==> src/rtl/vga_sync_ctrl.sv <==
// VGA 640x480 horizontal timing, sync/blank decode and a vblank-aligned update handshake.
// Optional macro SYNC_PIPE_EN adds one register stage to hsync/vsync/video_on/frame_tick.
module vga_sync_ctrl (
  input  logic        clk_25MHz,
  input  logic        reset,
  input  logic [15:0] V_Count_Value,
  output logic        enable_V_Counter,
  output logic [15:0] H_Count_Value,
  output logic        hsync,
  output logic        vsync,
  output logic        video_on,
  output logic        frame_tick,
  input  logic        upd_req,
  output logic        upd_ack
);

  localparam logic [9:0]  H_LAST       = 10'd799;
  localparam logic [9:0]  H_VISIBLE    = 10'd640;
  localparam logic [9:0]  H_SYNC_START = 10'd656;
  localparam logic [9:0]  H_SYNC_END   = 10'd751;
  localparam logic [15:0] V_VISIBLE    = 16'd480;
  localparam logic [15:0] V_SYNC_START = 16'd490;
  localparam logic [15:0] V_SYNC_END   = 16'd491;
  localparam logic [15:0] V_LAST       = 16'd524;

  typedef enum logic [1:0] {IDLE, WAIT_VB, GRANT, RELEASE} upd_state_e;

  logic [9:0] h_cnt_q, h_cnt_d;
  upd_state_e state_q, state_d;
  logic       h_end, ft_raw, blank_end;
  logic       hsync_d, vsync_d, video_on_d, frame_tick_d;

  always_comb begin
    h_cnt_d = (h_cnt_q == H_LAST) ? 10'd0 : h_cnt_q + 10'd1;
  end

  always_ff @(posedge clk_25MHz) begin
    if (reset) h_cnt_q <= 10'd0;
    else       h_cnt_q <= h_cnt_d;
  end

  assign H_Count_Value = {6'd0, h_cnt_q};
  assign h_end         = (h_cnt_q == H_LAST);
  assign ft_raw        = (V_Count_Value == V_VISIBLE) && (h_cnt_q == 10'd0);
  assign blank_end     = (V_Count_Value == V_LAST) && h_end;

  // Decodes are forced to their idle levels while reset is held.
  always_comb begin
    hsync_d      = 1'b1;
    vsync_d      = 1'b1;
    video_on_d   = 1'b0;
    frame_tick_d = 1'b0;
    if (!reset) begin
      hsync_d      = !((h_cnt_q >= H_SYNC_START) && (h_cnt_q <= H_SYNC_END));
      vsync_d      = !((V_Count_Value >= V_SYNC_START) && (V_Count_Value <= V_SYNC_END));
      video_on_d   = (h_cnt_q < H_VISIBLE) && (V_Count_Value < V_VISIBLE);
      frame_tick_d = ft_raw;
    end
  end

`ifdef SYNC_PIPE_EN
  logic hsync_q, vsync_q, video_on_q, frame_tick_q;

  always_ff @(posedge clk_25MHz) begin
    if (reset) begin
      hsync_q      <= 1'b1;
      vsync_q      <= 1'b1;
      video_on_q   <= 1'b0;
      frame_tick_q <= 1'b0;
    end else begin
      hsync_q      <= hsync_d;
      vsync_q      <= vsync_d;
      video_on_q   <= video_on_d;
      frame_tick_q <= frame_tick_d;
    end
  end

  assign hsync      = reset ? 1'b1 : hsync_q;
  assign vsync      = reset ? 1'b1 : vsync_q;
  assign video_on   = reset ? 1'b0 : video_on_q;
  assign frame_tick = reset ? 1'b0 : frame_tick_q;
`else
  assign hsync      = hsync_d;
  assign vsync      = vsync_d;
  assign video_on   = video_on_d;
  assign frame_tick = frame_tick_d;
`endif

  // The FSM always follows the unregistered frame tick so grant timing is build-independent.
  always_comb begin
    state_d = state_q;
    case (state_q)
      IDLE:    if (upd_req) state_d = WAIT_VB;
      WAIT_VB: if (!upd_req) state_d = IDLE;
               else if (ft_raw) state_d = GRANT;
      GRANT:   if (!upd_req || blank_end) state_d = RELEASE;
      RELEASE: state_d = IDLE;
      default: state_d = IDLE;
    endcase
  end

  always_ff @(posedge clk_25MHz) begin
    if (reset) state_q <= IDLE;
    else       state_q <= state_d;
  end

  assign enable_V_Counter = !reset && h_end;
  assign upd_ack          = !reset && (state_q == GRANT);

endmodule

==> config.mk <==
export PLATFORM = sky130hd
export DESIGN_NAME = vga_sync_ctrl
export DESIGN_NICKNAME = d
export VERILOG_FILES = /design/src/rtl/vga_sync_ctrl.sv
export SDC_FILE = /design/constraint.sdc
export NUM_CORES = 1
export LEC_CHECK = 0
export CAP_MARGIN = 20
export CORE_AREA = 2 2 46 48
export CTS_CLUSTER_SIZE = 14
export DETAILED_ROUTE_END_ITERATION = 6
export DIE_AREA = 0 0 48 50
export PLACE_DENSITY = 0.89
export SLEW_MARGIN = 20
export SYNTH_ARGS = -nofsm -noshare
export SYNTH_HDL_FRONTEND = slang
export SYNTH_SLANG_ARGS = --single-unit
==> constraint.sdc <==
create_clock -name clk_25MHz -period 5.05 [get_ports clk_25MHz]
set_input_delay 0.7575 -clock clk_25MHz [delete_from_list [all_inputs] [get_ports clk_25MHz]]
set_output_delay 0.7575 -clock clk_25MHz [all_outputs]
set_load 0.1 [all_outputs]
==> results.txt <==
* Startpoint kind of the worst setup timing path: input pin
* Fmax: 0.244 GHz
* Maximum clock insertion buffer count: 2
* Number of hold-repair buffers added at the cts stage: 0
- For this design the ratio of total power to cell area is about 220 mW/mm^2.
- In the routed layout, each cell is associated on average with a via count of between 4 and 5.
- Total negative setup slack: 0 ns
- The startpoint identified for the worst hold timing path is state_q[0].
- In this run, the number of DRC markers left after iteration 0 of detailed routing was 17.
- 41 I/O pins were placed.
- Post-detailed-route wirelength per cell: about 13 um
- The pre-antenna-repair detailed-routing pass consisted of 4 iterations.
* Congestion Overflow GR: 0
- Synth Area per Inst: ~8.0 sq um
- Number of cells on the worst hold path: 1
- Number of register bits inferred by synthesis: 12
* Die outline area: roughly 0.0024 sq mm
* Dominant cells by area after synthesis: dfxtp_1 32%, nor2_1 8.1%, xor2_1 7.1%
* Slowest stage cell on the critical path: clkdlybuf4s50_1
* Final hold violation count: 0
- Yosys mapped a number of flops with a built-in enable equal to 0.
- The final layout contains 149 nets.
* WS Path Type: in2out
- The worst register-to-register path has a depth of 6.
* Element type at the critical path end: output port
* Number of placed instances, taps included: 150
- Most used flip-flop cell after synthesis: dfxtp_1
* End of the worst hold path: state_q[0]
* Aggregate routed wire length: ~1900 um
- Netlist area before placement: 739 sq um
- The run finished with clean final reports.
- Routability congestion estimate: approximately 0.74
* Post-DRT Antenna Nets: 0
- In this run, distinct cell masters in the synthesized netlist total 27.
- Cells resized by post-CTS repair: 0
- After filler insertion, the fill cell instance count of the layout stands at around 170.
- Cell with the most instances after synthesis: nor2_1
- Clock tree from TritonCTS: built
* Pin count of the biggest net entering global routing: 12
* YS warnings: 0
- Top cell types by occurrence after synthesis: 16 x nor2_1, 12 x dfxtp_1, 7 x nand4_1
- Effective utilization at floorplan: between 30% and 40%
- The biggest area contributor in the post-synthesis netlist is dfxtp_1.
* Delay contributed by the slowest stage of the critical path: ~0.97 ns
* Area growth from synthesis to final layout: 51.1%
- Share of synthesized flip-flops with an asynchronous set or reset: 0%
- Count of max-cap constraint violations: 0
- HPWL after DPL: approximately 1600 um
* Initial antenna violation count: 0
* Largest vdd supply drop: approximately 0.00012 V
- Chip Height: around 50 um
- Crit Reg-Reg Startpoint: h_cnt_q[0]
- In this run the worst path has a maximum fanout of 4.
* Clock skew after layout: just over 0.004 ns
- Vias in the first global route: roughly 650
* Clock net sink count: 12
- Number of setup violations in the final report: 0
- Post-CTS clock slew at the launch and capture registers of the worst setup and hold paths: around 0.070 ns
* Number of antenna diodes: 0
- In the global route stage, overall resource usage came out at 15.7%.
- For the worst setup path, the data arrival time is 3.34 ns.
* Row count: 16
* Fin. max-slew vios: 0
* Share of the clock period used by the worst path after layout: between 80% and 90%
- At the worst endpoint, the required time is around 4.3 ns.
- Leakage: 0.000426 uW
- The first global-routing pass estimated between 2000 and 3000 um of wire.
* Setup slack of the worst register-to-register path: ~3.2 ns
- The share of synthesized area in the top cell type comes to between 30% and 40%.
- The path class of the tightest hold or removal check is reg2reg.
- Post-Synthesis Cells: slightly above 90
- Register area share after synthesis: 32.5%
* DRC Markers: 0
* Clock insertion delay at the later pin of the skew report: 0.27 ns
- Setup repair after global routing missed its margin: false
- Once the clock tree was built, the setup fixing pass inserted 0 buffers.
- Sequence of cells on the critical path: clkdlybuf4s50_1 -> or4_4 -> or4_4 -> nor2_1 -> nand4_1 -> clkdlybuf4s50_1
* Layout cell share with drive strength beyond 1: approximately 7.9%
- The die is approximately 48 um wide.
- The count of cells in the finished layout, fillers not included, comes to between 150 and 200.
- Floorplan Core Area: 0.00190 sq mm
- In this run the tightest slew margin relative to its limit is 34.5%.
* Total vias in the final route: ~770
* Buffer cell driving the clock tree root: clkbuf_4
* H-tree levels: 1
* Number of buffers added on ports: 34
* Slew of the pin with the lowest slew margin: about 1 ns
* Post-route minimum period: a little over 4 ns
- In this run, CTS created clock tree buffers numbering 3.
sequential cells by signal, summed over array words and instances (netlist names), named ones only:
register and flops:
h_cnt_q 10, state_q 1
critical path, delay by kind of cell:
kind,cells,cell delay [ns]
buf+inv,2,1.37
simple gates,4,1.21
through the flow:
stage / worst slack, ns / utilization, % / hold slack (ns) / cell area (sq um) / power [uW]
2_1_floorplan: 0.936 / - / 0.449 / 764 / 149
3_3_place_gp: 0.969 / 56.8 / 0.465 / 1080 / 166
3_5_place_dp: 0.952 / 56.8 / 0.480 / 1080 / 167
4_1_cts: 0.943 / 58.8 / 0.491 / 1120 / 241
5_1_grt: 0.873 / 58.8 / 0.511 / 1120 / 250
6_report: 0.949 / 58.8 / 0.496 / 1120 / 241
how the worst max path moves through the flow:
stage / to / start / cells after the start
after floorplan: frame_tick / V_Count_Value[11] / 3
after global placement: vsync / V_Count_Value[11] / 6
after detailed placement: vsync / V_Count_Value[11] / 6
after CTS: vsync / V_Count_Value[11] / 6
after global routing: vsync / V_Count_Value[11] / 6
final: vsync / V_Count_Value[11] / 6
cell type report:
class                   instances  area (sq um)  share of cell area (%)
flip-flops and latches         12           240                    21.5
multi-input cells              72           453                    40.5
clock buffers                   4          36.3                    3.25
inverters                       5          18.8                    1.68
well taps                      27          33.8                    3.02
repair buffers                 34           335                    30.0
metal layers:
layer / track usage (%) / part of all wire (%)
met5: 0 / 0
met2: 29.3 / 49
met1: 14.7 / 38
met4: 4.05 / 0.72
met3: 6.23 / 12
cells by family (layout without fill, tap and decap cells):
logic type / Yosys count / in the layout / synth area share (%)
simple gates: 50 / 50 / 38.1
buf+inv: 13 / 43 / 9.64
flops: 12 / 12 / 32.5
xor+xnor: 8 / 8 / 9.48
compound gates: 6 / 6 / 6.43
fa+ha+maj: 2 / 2 / 3.38
other cells: 1 / 6 / 0.507
layout by cell type (no fill, tap or decap), types with 3 or more instances in the layout:
cell,Yosys,layout
xor2_1,6,6
clkbuf_4,0,3
inv_1,5,5
nand2_1,5,5
nand3_1,3,3
or4_1,4,4
dfxtp_1,12,12
nand4_1,7,7
clkdlybuf4s50_1,0,32
nor2_1,16,16
conb_1,1,6
power by group:
group	internal, uW	switching [uW]
logic	20.2	44.9
registers	97.0	3.50
clock network	43.9	31.3
(Power assumes the default switching activity.)
